==> src/rtl/phy_clk_sw_pkg.sv <==
// rtl/phy_clk_sw_pkg.sv - shared types and constants for the PHY clock-source switch controller
package phy_clk_sw_pkg;

  localparam int CNT_W          = 8;
  localparam int DRAIN_CYC_DEF  = 4;
  localparam int SETTLE_CYC_DEF = 8;

  typedef enum logic [2:0] {
    ST_IDLE,
    ST_DRAIN,
    ST_SETTLE,
    ST_DONE,
    ST_STOPPED
  } sw_state_t;

endpackage

==> src/rtl/phy_clk_sw_ctrl_if.sv <==
// rtl/phy_clk_sw_ctrl_if.sv - request/acknowledge and gate-enable bundle of the clock switch
interface phy_clk_sw_ctrl_if;

  logic sw_req;
  logic sel_req;
  logic clk_stop;
  logic en0;
  logic en1;
  logic cur_sel;
  logic sw_busy;
  logic sw_ack;

  modport master (
    output sw_req, sel_req, clk_stop,
    input  en0, en1, cur_sel, sw_busy, sw_ack
  );

  modport slave (
    input  sw_req, sel_req, clk_stop,
    output en0, en1, cur_sel, sw_busy, sw_ack
  );

endinterface

==> src/rtl/phy_clk_sw_cnt.sv <==
// rtl/phy_clk_sw_cnt.sv - loadable down-counter with zero flag; saturates at zero
module phy_clk_sw_cnt
  import phy_clk_sw_pkg::*;
(
  input  logic             clk,
  input  logic             rst,
  input  logic             load,
  input  logic [CNT_W-1:0] load_val,
  input  logic             dec,
  output logic             zero
);

  logic [CNT_W-1:0] cnt_q;

  always_ff @(posedge clk) begin
    if (rst) begin
      cnt_q <= '0;
    end else if (load) begin
      cnt_q <= load_val;
    end else if (dec && (cnt_q != '0)) begin
      cnt_q <= cnt_q - CNT_W'(1);
    end
  end

  assign zero = (cnt_q == '0);

endmodule

==> src/rtl/phy_clk_sw_ctrl.sv <==
// rtl/phy_clk_sw_ctrl.sv - glitch-free clock source switch sequencer: drain both gates, enable target, settle, ack
module phy_clk_sw_ctrl
  import phy_clk_sw_pkg::*;
#(
  parameter int DRAIN_CYC  = DRAIN_CYC_DEF,
  parameter int SETTLE_CYC = SETTLE_CYC_DEF
) (
  input  logic             clk,
  input  logic             rst,
  phy_clk_sw_ctrl_if.slave sw
);

  if ((DRAIN_CYC < 1) || (DRAIN_CYC > 255)) begin : g_bad_drain
    $error("DRAIN_CYC must be within 1..255");
  end
  if ((SETTLE_CYC < 1) || (SETTLE_CYC > 255)) begin : g_bad_settle
    $error("SETTLE_CYC must be within 1..255");
  end

  // Counter is loaded with N-1 so a state lasts exactly N cycles.
  localparam logic [CNT_W-1:0] DRAIN_LD  = CNT_W'(DRAIN_CYC - 1);
  localparam logic [CNT_W-1:0] SETTLE_LD = CNT_W'(SETTLE_CYC - 1);

  sw_state_t        state_q, state_d;
  logic             en0_q, en0_d, en1_q, en1_d;
  logic             sel_q, sel_d, tgt_q, tgt_d;
  logic             busy_q, busy_d, ack_q, ack_d;
  logic             cnt_load, cnt_dec, cnt_zero;
  logic [CNT_W-1:0] cnt_load_val;

  phy_clk_sw_cnt u_cnt (
    .clk      (clk),
    .rst      (rst),
    .load     (cnt_load),
    .load_val (cnt_load_val),
    .dec      (cnt_dec),
    .zero     (cnt_zero)
  );

  always_ff @(posedge clk) begin
    if (rst) begin
      state_q <= ST_IDLE;
      en0_q   <= 1'b1;
      en1_q   <= 1'b0;
      sel_q   <= 1'b0;
      tgt_q   <= 1'b0;
      busy_q  <= 1'b0;
      ack_q   <= 1'b0;
    end else begin
      state_q <= state_d;
      en0_q   <= en0_d;
      en1_q   <= en1_d;
      sel_q   <= sel_d;
      tgt_q   <= tgt_d;
      busy_q  <= busy_d;
      ack_q   <= ack_d;
    end
  end

  always_comb begin
    state_d = state_q;
    unique case (state_q)
      ST_IDLE: begin
        if (sw.clk_stop)    state_d = ST_STOPPED;
        else if (sw.sw_req) state_d = (sw.sel_req != sel_q) ? ST_DRAIN : ST_DONE;
      end
      ST_DRAIN:   if (cnt_zero)     state_d = ST_SETTLE;
      ST_SETTLE:  if (cnt_zero)     state_d = ST_DONE;
      ST_DONE:    if (!sw.sw_req)   state_d = ST_IDLE;
      ST_STOPPED: if (!sw.clk_stop) state_d = ST_IDLE;
      default:                      state_d = ST_IDLE;
    endcase
  end

  // Next values of the registered outputs; clk_stop outranks sw_req in IDLE.
  always_comb begin
    en0_d        = en0_q;
    en1_d        = en1_q;
    sel_d        = sel_q;
    tgt_d        = tgt_q;
    busy_d       = busy_q;
    ack_d        = ack_q;
    cnt_load     = 1'b0;
    cnt_load_val = DRAIN_LD;
    cnt_dec      = (state_q == ST_DRAIN) || (state_q == ST_SETTLE);
    unique case (state_q)
      ST_IDLE: begin
        if (sw.clk_stop) begin
          en0_d = 1'b0;
          en1_d = 1'b0;
        end else if (sw.sw_req) begin
          if (sw.sel_req != sel_q) begin
            en0_d    = 1'b0;
            en1_d    = 1'b0;
            busy_d   = 1'b1;
            tgt_d    = sw.sel_req;
            cnt_load = 1'b1;
          end else begin
            ack_d = 1'b1;
          end
        end
      end
      ST_DRAIN: begin
        if (cnt_zero) begin
          en0_d        = !tgt_q;
          en1_d        = tgt_q;
          sel_d        = tgt_q;
          cnt_load     = 1'b1;
          cnt_load_val = SETTLE_LD;
        end
      end
      ST_SETTLE: begin
        if (cnt_zero) begin
          busy_d = 1'b0;
          ack_d  = 1'b1;
        end
      end
      ST_DONE: begin
        if (!sw.sw_req) ack_d = 1'b0;
      end
      ST_STOPPED: begin
        if (!sw.clk_stop) begin
          en0_d = !sel_q;
          en1_d = sel_q;
        end
      end
      default: ;
    endcase
  end

  assign sw.en0     = en0_q;
  assign sw.en1     = en1_q;
  assign sw.cur_sel = sel_q;
  assign sw.sw_busy = busy_q;
  assign sw.sw_ack  = ack_q;

endmodule

==> src/flat_wrapper.sv <==
// flat-port wrapper written by rule: the top's interface ports become plain ports
module phy_clk_sw_ctrl_flat import phy_clk_sw_pkg::*;
#(
  parameter int DRAIN_CYC  = DRAIN_CYC_DEF,
  parameter int SETTLE_CYC = SETTLE_CYC_DEF
)
  (clk, rst, sw_sw_req, sw_sel_req, sw_clk_stop, sw_en0, sw_en1, sw_cur_sel, sw_sw_busy, sw_sw_ack);
  phy_clk_sw_ctrl_if sw_i ();
  input  logic clk;
  input  logic rst;
  input wire logic [$bits(sw_i.sw_req)-1:0] sw_sw_req;
  input wire logic [$bits(sw_i.sel_req)-1:0] sw_sel_req;
  input wire logic [$bits(sw_i.clk_stop)-1:0] sw_clk_stop;
  output wire logic [$bits(sw_i.en0)-1:0] sw_en0;
  output wire logic [$bits(sw_i.en1)-1:0] sw_en1;
  output wire logic [$bits(sw_i.cur_sel)-1:0] sw_cur_sel;
  output wire logic [$bits(sw_i.sw_busy)-1:0] sw_sw_busy;
  output wire logic [$bits(sw_i.sw_ack)-1:0] sw_sw_ack;
  assign sw_i.sw_req = sw_sw_req;
  assign sw_i.sel_req = sw_sel_req;
  assign sw_i.clk_stop = sw_clk_stop;
  assign sw_en0 = sw_i.en0;
  assign sw_en1 = sw_i.en1;
  assign sw_cur_sel = sw_i.cur_sel;
  assign sw_sw_busy = sw_i.sw_busy;
  assign sw_sw_ack = sw_i.sw_ack;
  phy_clk_sw_ctrl #(.DRAIN_CYC(DRAIN_CYC), .SETTLE_CYC(SETTLE_CYC)) u_core (.clk(clk), .rst(rst), .sw(sw_i));
endmodule
==> config.mk <==
export PLATFORM = sky130hd
export DESIGN_NAME = phy_clk_sw_ctrl_flat
export DESIGN_NICKNAME = d
export VERILOG_FILES = /design/src/rtl/phy_clk_sw_pkg.sv /design/src/rtl/phy_clk_sw_ctrl_if.sv /design/src/rtl/phy_clk_sw_cnt.sv /design/src/rtl/phy_clk_sw_ctrl.sv /design/src/flat_wrapper.sv
export SDC_FILE = /design/constraint.sdc
export NUM_CORES = 1
export LEC_CHECK = 0
export CAP_MARGIN = 0
export CORE_MARGIN = 5
export CORE_UTILIZATION = 35
export CTS_BUF_LIST = sky130_fd_sc_hd__clkbuf_8
export DETAILED_ROUTE_END_ITERATION = 8
export PLACE_DENSITY = 0.51
export SYNTH_ARGS = -nofsm -noshare
export SYNTH_HDL_FRONTEND = slang
export SYNTH_SLANG_ARGS = --single-unit
==> constraint.sdc <==
create_clock -name clk -period 1.9 [get_ports clk]
set_input_delay 0.475 -clock clk [delete_from_list [all_inputs] [get_ports clk]]
set_output_delay 0.475 -clock clk [all_outputs]
set_load 0.1 [all_outputs]
==> impl_metrics.yaml <==
status:
  violations: "setup timing"
  status: "finished with violations"
sta:
  worst_pin_slew_ns: 0.446
  finalCriticalPeriod_ns: 1.91
  min_period_over_period_pct: 101
  setup_viol: 1
  slew_headroom_pct: 70.0
  fin_worst_skew_ns: 0.00137
  grt_setup_unrepaired: "yes"
  timing.final.ws_setup_ns: -0.0118
  maxSlewViolCount: 0
  fmax_mhz: 523
  hold_viol: 0
grt:
  grt_pass1_wl_microns: 4240
  busiest_layer: "met2"
  use_met3_pct: 3.24
  antenna_found_initial: 0
  grtUsageMet2_pct: 19.5
  overflow: 0
  grt_max_degree: 15
  grt_pass1_vias: 960
  grt_use_met1_pct: 17.3
  grtUsageTotal_pct: 12.7
cts:
  cts_root_buf: "clkbuf_8"
  clk_pin_slew_ns: 0.07
  clkLatencyLatePin_ns: 0.25
  cts.sinks: 17
  cts_tree: "done"
  htree_levels: 1
  cts_hold_buffers: 0
  clock_path_buffers: 2
  cts_buffers: 3
drt:
  wire_per_inst_microns: 14.7
  firstDrtPassIters: 4
  finalWirelength_microns: 2440
  drcViolationCount: 0
  postRouteAntennaNets: 0
  via_per_inst: 5.76
  vias: 956
  drt_iter0_drc: 41
logic_synthesis:
  syn_nets: 121
  synth-main-ff-cell: "dfxtp_1"
  syn_area_sq_um: 985
  synth_warnings: 0
  synth-edff-count: 0
  synthArstFlopShare_pct: 0
  ys_seq_area_share_pct: 34.6
  postSynthAreaPerCell_sq_um: 8.64
  synthDistinctLibCells: 40
  ys_ff_latch: 17
  syn_inst: 114
power_and_ir_drop:
  clkPwrFrac_pct: 11.9
  peakVddDrop_uv: 971
  p_leak_nw: 0.504
  p_per_area_nw_per_um2: 1740
  power_mw: 2.31
  power_frac_comb_pct: 62.6
  switchingPower_mw: 1.02
  seqPwrFrac_pct: 25.5
  swShare_pct: 44.3
  p_int_mw: 1.29
setup_path:
  setup.worst_path.start: "u_core.u_cnt.cnt_q[0]$_SDFFE_PP0P_"
  path_cells: "inv_2 > ha_4 > or3b_4 > nor4_4 > buf_4 > mux2_4 > and2b_1"
  cp_slowest_cell: "or3b_4"
  end_kind: "flop"
  slowest_delay_ns: 0.39
  cp_data_arrival_time_ns: 2.06
  cp_max_fo: 3
  timing.rr.start: "u_core.u_cnt.cnt_q[0]$_SDFFE_PP0P_"
  required_ns: 2.05
  path_class: "flop to flop"
  cp-start-kind: "flop"
final_layout:
  n_antenna_cell: 0
  syn_to_final_growth_pct: 34.7
  num-fill-cells: 274
  drive_gt1_share_pct: 28.1
  utilization_pct: 48.5
  nNetsFinal: 143
die:
  num_rows: 19
  initial_core_util_pct: 36.0
  die_h_microns: 63.0
  die_area_sq_um: 3970
  core_sq_um: 2730
  die_w_microns: 63.0
  ioPinCount: 10
job:
  cap_violations: 0
placed_design:
  place_hpwl_microns: 1770
  io_buffers: 9
  pre_cts_ws_ns: -0.109
  finalWeightedCongestion: 0.823
hold_path:
  hold_start: "u_core.sw.en1$_SDFFE_PP0P_"
  hp-class: "flop to flop"
==> synthesized netlist by cell type, drive strengths merged (2+ instances only) <==
master | instances | area [sq um]
a211oi | 5 | 37.5
a21oi | 10 | 50.1
and3 | 2 | 12.5
clkbuf | 5 | 18.8
dfxtp | 17 | 340
ha | 2 | 25.0
inv | 7 | 26.3
mux2 | 2 | 26.3
mux2i | 3 | 30.0
nand2b | 3 | 18.8
nor2 | 10 | 37.5
nor3 | 4 | 20.0
nor3b | 3 | 22.5
nor4 | 5 | 46.3
o211ai | 2 | 15.0
o21ai | 3 | 15.0
o22ai | 3 | 18.8
o31ai | 2 | 15.0
o41ai | 2 | 17.5
or3 | 4 | 26.3
or4 | 4 | 35.0
xnor2 | 2 | 17.5
xor2 | 2 | 17.5
==> registers in the layout, summed over array words and instances, names as in the netlist <==
name and count:
u_core.sw.cur_sel 1, u_core.sw.en0 1, u_core.state_q 3, u_core.sw.sw_ack 1, u_core.tgt_q 1, u_core.sw.sw_busy 1, u_core.sw.en1 1, u_core.u_cnt.cnt_q 8
==> final cells by class <==
type | instances | area, sq um | area share, %
tap | 31 | 38.8 | 2.92
multi-input combinational | 84 | 627 | 47.3
clock inverter | 1 | 3.75 | 0.283
timing repair buffer | 23 | 245 | 18.5
inverter | 7 | 26.3 | 1.98
sequential | 17 | 344 | 25.9
clock buffer | 3 | 41.3 | 3.11
==> placed cells by master, fill, tap and decap left out, types with 3 or more instances in the layout <==
cell             instances
mux2i_1                  3
clkdlybuf4s50_1          4
inv_1                    6
a21oi_1                 10
o21ai_0                  3
buf_4                   14
nor2_1                  10
o22ai_1                  3
a211oi_1                 4
dfxtp_1                 14
clkbuf_8                 3
nor3_1                   4
buf_12                   5
nand2b_1                 3
dfxtp_2                  3
or3_1                    3
nor3b_1                  3
==> metrics by stage <==
step / hold slack, ns / cell area (sq um) / cells / setup TNS [ns]
2_1_floorplan: 0.467 / 988 / 114 / 0
5_1_grt: 0.539 / 1330 / 166 / -0.0757
6_report: 0.507 / 1330 / 166 / -0.0118
4_1_cts: 0.509 / 1280 / 164 / 0
3_5_place_dp: 0.498 / 1230 / 160 / -0.786
3_3_place_gp: 0.493 / 1230 / 160 / -0.608
==> critical path: cells and delay by family (launching register included) <==
kind	cells	cell delay, ns
AND/OR/NAND/NOR	3	0.83
buffers and inverters	2	0.23
flip-flops	1	0.32
multiplexers	1	0.28
adder cells (fa/ha/maj)	1	0.14
==> cell families after synthesis <==
logic type | count (synthesis) | synth area share, %
xor+xnor | 4 | 3.56
simple gates | 43 | 28.8
flops | 17 | 34.6
compound gates | 30 | 19.7
buf+inv | 13 | 5.08
mux | 5 | 5.72
fa+ha+maj | 2 | 2.54
==> what timing repair did <==
| item | 4_1_cts | 5_1_grt |
|---|---|---|
| gates resized for setup | 0 | 9 |
| cloned | 0 | 0 |
| pin swaps | 1 | 3 |
| buffers inserted | 0 | 2 |
| endpoints found under the hold margin | 0 | 0 |
| setup endpoints to repair | 1 | 12 |
==> layer usage <==
metal  vias up  wire, microns  part of all wire, %
met1       467           1220                   50
met4         0             31                  1.3
met5         -              0                    0
met3         6             67                  2.7
li1        470              -                    -
met2        13           1120                   46
==> power groups by stage <==
stage	clock [mW]	combinational, mW	sequential [mW]
after floorplan	0	0.833	0.720
after global placement	0	1.34	0.580
after detailed placement	0	1.36	0.585
after CTS	0.281	1.37	0.577
after global routing	0.308	1.57	0.612
final	0.275	1.45	0.589
==> final timing paths <==
kind / slack (ns) / endpoint / cells after the start
max reg2reg: -0.01 / u_core.sw.cur_sel$_SDFFE_PP0P_ / 7
min reg2reg: 0.51 / u_core.sw.en1$_SDFFE_PP0P_ / 2
max: -0.01 / u_core.sw.cur_sel$_SDFFE_PP0P_ / 7
min: 0.51 / u_core.sw.en1$_SDFFE_PP0P_ / 2
No activity file was read; power rests on OpenSTA's default activity.
